<file path="config.mk">
export PLATFORM = sky130hd
export DESIGN_NAME = apb_requester
export DESIGN_NICKNAME = d
export VERILOG_FILES = /design/src/rtl/apb_requester.sv
export SDC_FILE = /design/constraint.sdc
export NUM_CORES = 1
export LEC_CHECK = 0
export ABC_AREA = 0
export CELL_PAD_IN_SITES_DETAIL_PLACEMENT = 0
export CELL_PAD_IN_SITES_GLOBAL_PLACEMENT = 2
export CORE_UTILIZATION = 26
export DETAILED_ROUTE_END_ITERATION = 8
export PLACE_DENSITY = 0.85
export SLEW_MARGIN = 20
export SYNTH_ARGS = -nofsm -noshare
export SYNTH_HDL_FRONTEND = slang
export SYNTH_SLANG_ARGS = --single-unit
</file>
<file path="constraint.sdc">
create_clock -name PCLK -period 2.3 [get_ports PCLK]
set_clock_uncertainty 0.05 [all_clocks]
set_input_delay 0.46 -clock PCLK [delete_from_list [all_inputs] [get_ports PCLK]]
set_output_delay 0.46 -clock PCLK [all_outputs]
set_load 0.02 [all_outputs]
</file>
<file path="src/rtl/apb_requester.sv">
// APB requester: turns a valid/ready command into APB SETUP/ACCESS transfers and returns one response per command.
// Optional feature: define APB_REQ_TIMEOUT_EN to abort ACCESS after TIMEOUT_CYCLES wait states.
module apb_requester #(
  parameter int unsigned ADDR_W         = 32,
  parameter int unsigned DATA_W         = 32,
  parameter int unsigned TIMEOUT_CYCLES = 16
) (
  input  logic              PCLK,
  input  logic              PRESET,
  input  logic              CMD_VALID,
  output logic              CMD_READY,
  input  logic              CMD_WRITE,
  input  logic [ADDR_W-1:0] CMD_ADDR,
  input  logic [DATA_W-1:0] CMD_WDATA,
  output logic              RSP_VALID,
  output logic [DATA_W-1:0] RSP_RDATA,
  output logic              RSP_ERR,
  output logic              RSP_TIMEOUT,
  output logic              BUSY,
  output logic              PSELx,
  output logic              PENABLE,
  output logic              PWRITE,
  output logic [ADDR_W-1:0] PADDR,
  output logic [DATA_W-1:0] PWDATA,
  input  logic [DATA_W-1:0] PRDATA,
  input  logic              PREADY,
  input  logic              PSLVERR
);

  typedef enum logic [1:0] {
    S_IDLE   = 2'd0,
    S_SETUP  = 2'd1,
    S_ACCESS = 2'd2
  } state_t;

  state_t            r_state;
  logic              r_cmd_ready;
  logic              r_busy;
  logic              r_psel;
  logic              r_penable;
  logic              r_pwrite;
  logic [ADDR_W-1:0] r_paddr;
  logic [DATA_W-1:0] r_pwdata;
  logic              r_rsp_valid;
  logic [DATA_W-1:0] r_rsp_rdata;
  logic              r_rsp_err;
  logic              r_rsp_timeout;

  logic              w_aligned;
  logic              w_timeout;

  assign w_aligned = (CMD_ADDR[1:0] == 2'b00);

`ifdef APB_REQ_TIMEOUT_EN
  localparam int unsigned CNT_W = $clog2(TIMEOUT_CYCLES + 1);

  logic [CNT_W-1:0] r_wait_cnt;
  logic [CNT_W-1:0] w_cnt_inc;

  assign w_cnt_inc = r_wait_cnt + CNT_W'(1);
  // Abort on the edge where this wait state would bring the count to the limit
  assign w_timeout = (w_cnt_inc == CNT_W'(TIMEOUT_CYCLES));

  always_ff @(posedge PCLK) begin
    if (PRESET) begin
      r_wait_cnt <= '0;
    end else if (r_state == S_IDLE && CMD_VALID && w_aligned) begin
      r_wait_cnt <= '0;
    end else if (r_state == S_ACCESS && !PREADY) begin
      r_wait_cnt <= w_cnt_inc;
    end
  end
`else
  logic w_unused_timeout_cfg;

  assign w_unused_timeout_cfg = (TIMEOUT_CYCLES == 0);
  assign w_timeout            = 1'b0;
`endif

  // Transfer FSM; all bus and response outputs are registered here
  always_ff @(posedge PCLK) begin
    if (PRESET) begin
      r_state       <= S_IDLE;
      r_cmd_ready   <= 1'b1;
      r_busy        <= 1'b0;
      r_psel        <= 1'b0;
      r_penable     <= 1'b0;
      r_pwrite      <= 1'b0;
      r_paddr       <= '0;
      r_pwdata      <= '0;
      r_rsp_valid   <= 1'b0;
      r_rsp_rdata   <= '0;
      r_rsp_err     <= 1'b0;
      r_rsp_timeout <= 1'b0;
    end else begin
      r_rsp_valid <= 1'b0;
      case (r_state)
        S_IDLE: begin
          if (CMD_VALID) begin
            if (w_aligned) begin
              r_state     <= S_SETUP;
              r_cmd_ready <= 1'b0;
              r_busy      <= 1'b1;
              r_psel      <= 1'b1;
              r_pwrite    <= CMD_WRITE;
              r_paddr     <= CMD_ADDR;
              r_pwdata    <= CMD_WDATA;
            end else begin
              r_rsp_valid   <= 1'b1;
              r_rsp_err     <= 1'b1;
              r_rsp_rdata   <= '0;
              r_rsp_timeout <= 1'b0;
            end
          end
        end
        S_SETUP: begin
          r_state   <= S_ACCESS;
          r_penable <= 1'b1;
        end
        S_ACCESS: begin
          if (PREADY || w_timeout) begin
            r_state       <= S_IDLE;
            r_cmd_ready   <= 1'b1;
            r_busy        <= 1'b0;
            r_psel        <= 1'b0;
            r_penable     <= 1'b0;
            r_rsp_valid   <= 1'b1;
            r_rsp_err     <= PREADY ? PSLVERR : 1'b1;
            r_rsp_rdata   <= (PREADY && !r_pwrite) ? PRDATA : '0;
            r_rsp_timeout <= !PREADY;
          end
        end
        default: begin
          r_state     <= S_IDLE;
          r_cmd_ready <= 1'b1;
          r_busy      <= 1'b0;
          r_psel      <= 1'b0;
          r_penable   <= 1'b0;
        end
      endcase
    end
  end

  assign CMD_READY   = r_cmd_ready;
  assign BUSY        = r_busy;
  assign PSELx       = r_psel;
  assign PENABLE     = r_penable;
  assign PWRITE      = r_pwrite;
  assign PADDR       = r_paddr;
  assign PWDATA      = r_pwdata;
  assign RSP_VALID   = r_rsp_valid;
  assign RSP_RDATA   = r_rsp_rdata;
  assign RSP_ERR     = r_rsp_err;
  assign RSP_TIMEOUT = r_rsp_timeout;

endmodule

</file>
==> impl_metrics.csv, run 1 <==
group,metric,value,unit
timing,setup_tns,0,ns
drt,viasPerCell,4.61,
placed_design,dp_hpwl,9310,µm
synthesis,yosysWarningCount,0,
outcome,violations,"DRC",
timing,timing.final.hold_violations,0,
global_route,grtUsageTotal,0.141,
power,p_total,4.06,mW
global_route,grt_pass1_wl,21900,µm
global_route,grt_max_degree,119,
worst_setup_path,reg2reg_from,"r_state[1]",
die,die_w,138,µm
synthesis,ys_seq_area_frac,0.435,
worst_hold_path,min_to,"RSP_TIMEOUT",
timing,hold_slack,0.417,ns
drt,ant_nets,0,
drt,wl,13700,µm
worst_setup_path,max_stage_delay,0.64,ns
worst_setup_path,reg2reg_slack,0.74,ns
synthesis,synth_area_leaders,"dfxtp_1 44%, nand2b_1 17%, mux2i_1 13%",
timing,slew_violations,0,
clock_tree,cts-resized-gates,0,
worst_setup_path,crit_type,"reg2out",
cells_and_area,area_growth,53.6,%
die,initial_core_util,0.267,
power,cellPowerDensity,548,mW/mm²
drt,met1Wirelength,5970,µm
synthesis,netlist_instances,499,
synthesis,netlist.area_leader.share,0.435,
drt,drc,26,
cells_and_area,nFillCells,1728,
run,maxCapViolCount,0,
drt,drt_iter0_drc,173,
timing,post-route-period-util,0.815,
worst_setup_path,r2r-end,"PADDR[4]",
worst_setup_path,crit_fanout,3,
synthesis,async_flop_share,0,
placed_design,gp_congestion,0.751,
timing,slew_headroom,0.709,
cells_and_area,instances_no_fill,913,
die,ios,206,
clock_tree,clk_pin_slew,0.08,ns
timing,fmax,0.534,GHz
die,die-area,0.0191,mm²
clock_tree,clk_path_buf_depth,2,
worst_setup_path,path_cells,"clkdlybuf4s50_1",
cells_and_area,drive_gt1_frac,0.0468,
synthesis,synth_edf_count,0,
drt,route.vias.total,4213,
placed_design,placed_cells,897,
worst_hold_path,hold-path-cell-count,2,
cells_and_area,seq_area,0.00210,mm²
power,ir_drop,0.312,mV
synthesis,syn-mean-instance-area,9.68,µm²
clock_tree,cts_setup_buffers,0,
worst_setup_path,cp-end-kind,"output port",
worst_setup_path,start_kind,"flop",
cells_and_area,n_antenna_cell,0,
synthesis,yosys_register_bits,105,
global_route,grt-ovfl-total,0,
timing,fin_crit,1.87,ns
synthesis,synthFlopType,"dfxtp_1",
timing,finalSetupViolations,0,
die,die_h,138,µm
cells_and_area,nNetsFinal,781,
cells_and_area,finish.utilization,0.410,
worst_setup_path,rr_worst_depth,5,
die,row_count,49,
worst_hold_path,hold_path_startpoint,"RSP_TIMEOUT",
cells_and_area,multi_input_area,0.00249,mm²
synthesis,syn-num-nets,601,
clock_tree,clock_sinks,105,
global_route,grt_pass1_vias,4148,
clock_tree,cts_tree,"built",
worst_setup_path,cp.arrival,1.36,ns
timing,max_slew.worst_pin.slew,0.437,ns
clock_tree,cts_root_buffer,"clkbuf_16",
power,leakage,2.44,nW
worst_hold_path,hp-class,"reg2reg",
drt,dr_wl_met3,1450,µm
worst_setup_path,critical_path.top_delay_family,"buffers and inverters",
synthesis,synth.largest_area_cell,"dfxtp_1",
clock_tree,cts_buffers,9,
synthesis,synth_commonest_cells,"128 x nand2b_1, 105 x dfxtp_1, 65 x nand3b_1",
worst_setup_path,cp_slowest_cell,"clkdlybuf4s50_1",
clock_tree,hold_buffers,0,
global_route,antenna_found_initial,0,
clock_tree,htreeDepth,3,
synthesis,synth_cell_types,25,
drt,drtPass1Iterations,7,
timing,grt_setup_unrepaired,"false",
worst_setup_path,worstPathRequired,1.79,ns
drt,wl_met2,6070,µm
outcome,status,"finished, violations left",
clock_tree,insertion_delay,0.35,ns
drt,maxUsedRoutingLayer,"met4",
worst_setup_path,crit_buf_inv,1,
placed_design,port_buffers,205,
synthesis,netlist_area,0.00483,mm²
synthesis,synth.most_common_cell,"nand2b_1",
die,core-area,0.0181,mm²
drt,wl_per_cell,15.0,µm
cell type report:
class / instances / share of cell area
well taps: 229 / 0.0386
repair buffers: 216 / 0.301
inverters: 3 / 0.00152
clock inverters: 6 / 0.00742
multi-input cells: 344 / 0.336
flip-flops and latches: 105 / 0.283
clock buffers: 10 / 0.0322
registers in the layout, summed over array words and instances, names as in the netlist:
name         cells
PENABLE          1
PSELx            1
CMD_READY        1
RSP_RDATA       32
r_state          2
PWRITE           1
PWDATA          32
RSP_TIMEOUT      1
RSP_ERR          1
PADDR           32
RSP_VALID        1
kinds of logic after synthesis:
| family | synth area share |
|---|---|
| buf+inv | 0.0500 |
| flops | 0.435 |
| compound gates | 0.0609 |
| simple gates | 0.321 |
| mux | 0.133 |
metal layers:
metal  vias up  GRT usage
li1       2071          -
met5         -          0
met3        15     0.0662
met1      1968      0.174
met2       159      0.218
met4         0     0.0402
worst max-delay path by stage:
stage / start / endpoint / slack, ns / cells past startpoint
after floorplan: CMD_ADDR[0] / PADDR[15] / 0.89 / 4
after global placement: CMD_ADDR[0] / PWDATA[26] / 0.27 / 5
after detailed placement: CMD_ADDR[0] / PADDR[4] / 0.21 / 5
after CTS: PWRITE / PWRITE / 0.39 / 1
after global routing: PWRITE / PWRITE / 0.36 / 1
final: PWRITE / PWRITE / 0.43 / 1
power breakdown:
group / leakage [nW] / total (mW) / internal (mW) / switching [mW]
Sequential: 0.851 / 1.89 / 1.86 / 0.0289
Clock: 0.146 / 1.56 / 0.792 / 0.767
Combinational: 1.44 / 0.609 / 0.355 / 0.254
Total: 2.44 / 4.06 / 3.01 / 1.05
stage by stage:
stage	setup WS (ns)	area, µm²
final	0.426	7420
after floorplan	0.895	4830
after global placement	0.266	7120
after global routing	0.362	7420
after detailed placement	0.206	7120
after CTS	0.392	7420
placed cells by master (no fill, tap or decap), types with 2 or more instances in the layout:
cell type,synthesis,final
a21oi_1,2,2
nand3b_1,65,65
o21a_1,2,2
dfxtp_1,105,105
clkbuf_16,0,9
buf_12,0,8
nor2_1,7,5
nor2_2,0,2
buf_4,2,4
nand2b_1,128,128
mux2i_1,64,64
o211ai_1,32,32
nor3b_1,3,3
clkdlybuf4s50_1,0,204
inv_6,0,4
nand3_1,32,32
inv_1,3,3
Note: power is estimated with default switching activity, not from simulation.
==> run 2: changes to the inputs <==
Settings changed: CORE_UTILIZATION 26 to 25, PLACE_DENSITY 0.85 to 0.82.
Clock period 2.3 ns to 1.8 ns, I/O delays scaled along.
==> run 2 against run 1 <==
Net effect:
- the run now ends clean
- clock-buffer cell count decreased by 1
- register-to-register slack got worse by 0.37 ns
- setup slack got worse by 0.38 ns
- via count about the same
- non-clock buffer count increased by 7
- design area increased by 2.1%
- first-iteration DRC count decreased by 12%
- core utilization decreased by 0.79 points
- critical path type unchanged
- largest cell class unchanged
- largest power group unchanged
==> impl_metrics.csv, run 2 (same netlist as run 1, synthesis figures left out) <==
group,metric,value,unit
worst_setup_path,cp-end-kind,"output port",
global_route,grt_pass1_wl,21500,µm
clock_tree,htreeDepth,3,
cells_and_area,nFillCells,1839,
global_route,met2_usage,0.216,
power,ir_drop,0.409,mV
timing,timing.final.hold_violations,0,
run,maxCapViolCount,0,
drt,wl,13700,µm
cells_and_area,drive_gt1_frac,0.0537,
timing,setup_tns,0,ns
cells_and_area,instances_no_fill,949,
timing,slew_violations,0,
global_route,antenna_found_initial,0,
die,initial_core_util,0.256,
worst_hold_path,hp-class,"in2reg",
worst_setup_path,critical_path.top_delay_family,"buffers and inverters",
die,ios,206,
global_route,grtUsageTotal,0.137,
clock_tree,cts_root_buffer,"clkbuf_16",
global_route,top_usage_layer,"met2",
timing,fin_crit,1.75,ns
worst_setup_path,crit_fanout,3,
cells_and_area,finish.utilization,0.402,
timing,post-route-period-util,0.975,
global_route,grt_max_degree,119,
worst_setup_path,crit_type,"reg2out",
worst_setup_path,worstPathRequired,1.39,ns
placed_design,port_buffers,205,
clock_tree,cts_tree,"built",
clock_tree,clk_path_buf_depth,2,
die,core-area,0.0188,mm²
placed_design,dp_hpwl,9490,µm
drt,drtPass1Iterations,4,
power,leakage,2.77,nW
cells_and_area,final_common_cell,"clkdlybuf4s50_1",
clock_tree,cts_setup_buffers,0,
clock_tree,insertion_delay,0.34,ns
drt,viasPerCell,4.44,
worst_setup_path,crit_buf_inv,1,
timing,slew_headroom,0.743,
drt,drt_iter0_drc,153,
global_route,grtUsageMet1,0.166,
global_route,gr-usage-met3,0.0547,
worst_setup_path,path_cells,"clkdlybuf4s50_1",
power,cellPowerDensity,702,mW/mm²
die,die_w,141,µm
cells_and_area,n_antenna_cell,0,
drt,drc,0,
outcome,status,"completed",
worst_setup_path,cp.arrival,1.34,ns
worst_setup_path,max_stage_delay,0.63,ns
die,die_h,141,µm
global_route,grt_pass1_vias,4170,
cells_and_area,area_growth,56.8,%
drt,wl_per_cell,14.4,µm
worst_setup_path,cp_slowest_cell,"clkdlybuf4s50_1",
worst_setup_path,start_kind,"flop",
drt,route.vias.total,4215,
clock_tree,clk_pin_slew,0.07,ns
die,die-area,0.0199,mm²
timing,fmax,0.570,GHz
cells_and_area,final_cell_mix,"188 x clkdlybuf4s50_1, 128 x nand2b_1, 105 x dfxtp_1, 65 x nand3b_1, 64 x mux2i_1",
clock_tree,cts_buffers,9,
placed_design,gp_congestion,0.736,
die,row_count,50,
clock_tree,clock_sinks,105,
global_route,grt-ovfl-total,0,
cells_and_area,nNetsFinal,788,
drt,ant_nets,0,
placed_design,placed_cells,935,
timing,max_slew.worst_pin.slew,0.386,ns
timing,finalSetupViolations,0,
timing,grt_setup_unrepaired,"false",
run 2: repair_timing:
item / in CTS / in global routing
setup endpoints to repair: 0 / 16
hold buffers: 0 / 0
resized for setup: 0 / 16
run 2: worst paths after layout:
path / start / endpoint / slack, ns / cells past startpoint
worst min register to register: RSP_TIMEOUT / RSP_TIMEOUT / 0.42 / 2
worst min-delay path: PRESET / PWDATA[28] / 0.33 / 3
worst max register to register: r_state[1] / PWDATA[15] / 0.37 / 5
worst max-delay path: RSP_RDATA[4] / RSP_RDATA[4] / 0.05 / 1
run 2: cell type report:
cell class | instances | area (µm²) | share of cell area
Clock buffer | 9 | 225 | 0.0297
Tap cell | 260 | 325 | 0.0430
Multi-Input combinational cell | 344 | 2490 | 0.329
Timing Repair Buffer | 223 | 2340 | 0.309
Inverter | 3 | 11.3 | 0.00149
Sequential cell | 105 | 2100 | 0.278
Clock inverter | 5 | 81.3 | 0.0107
run 2: per-layer routing:
layer / share of wire / up-vias
li1: - / 2076
met5: 0 / -
met3: 0.088 / 13
met2: 0.45 / 146
met1: 0.45 / 1980
met4: 0.017 / 0
run 2: stage by stage:
| step | area [µm²] | hold slack [ns] | power [mW] | setup slack (ns) |
|---|---|---|---|---|
| final | 7570 | 0.331 | 5.31 | 0.0457 |
| after global routing | 7570 | 0.335 | 5.54 | 0.0000178 |
| after CTS | 7530 | 0.315 | 5.42 | 0.00472 |
| after detailed placement | 7230 | 0.412 | 3.27 | -0.122 |
| after global placement | 7230 | 0.405 | 3.26 | -0.0621 |
| after floorplan | 4830 | 0.460 | 2.83 | 0.487 |
run 2: report_power, final:
part | internal [mW] | switching [mW]
Sequential | 2.38 | 0.0380
Clock | 1.21 | 0.900
Combinational | 0.463 | 0.321
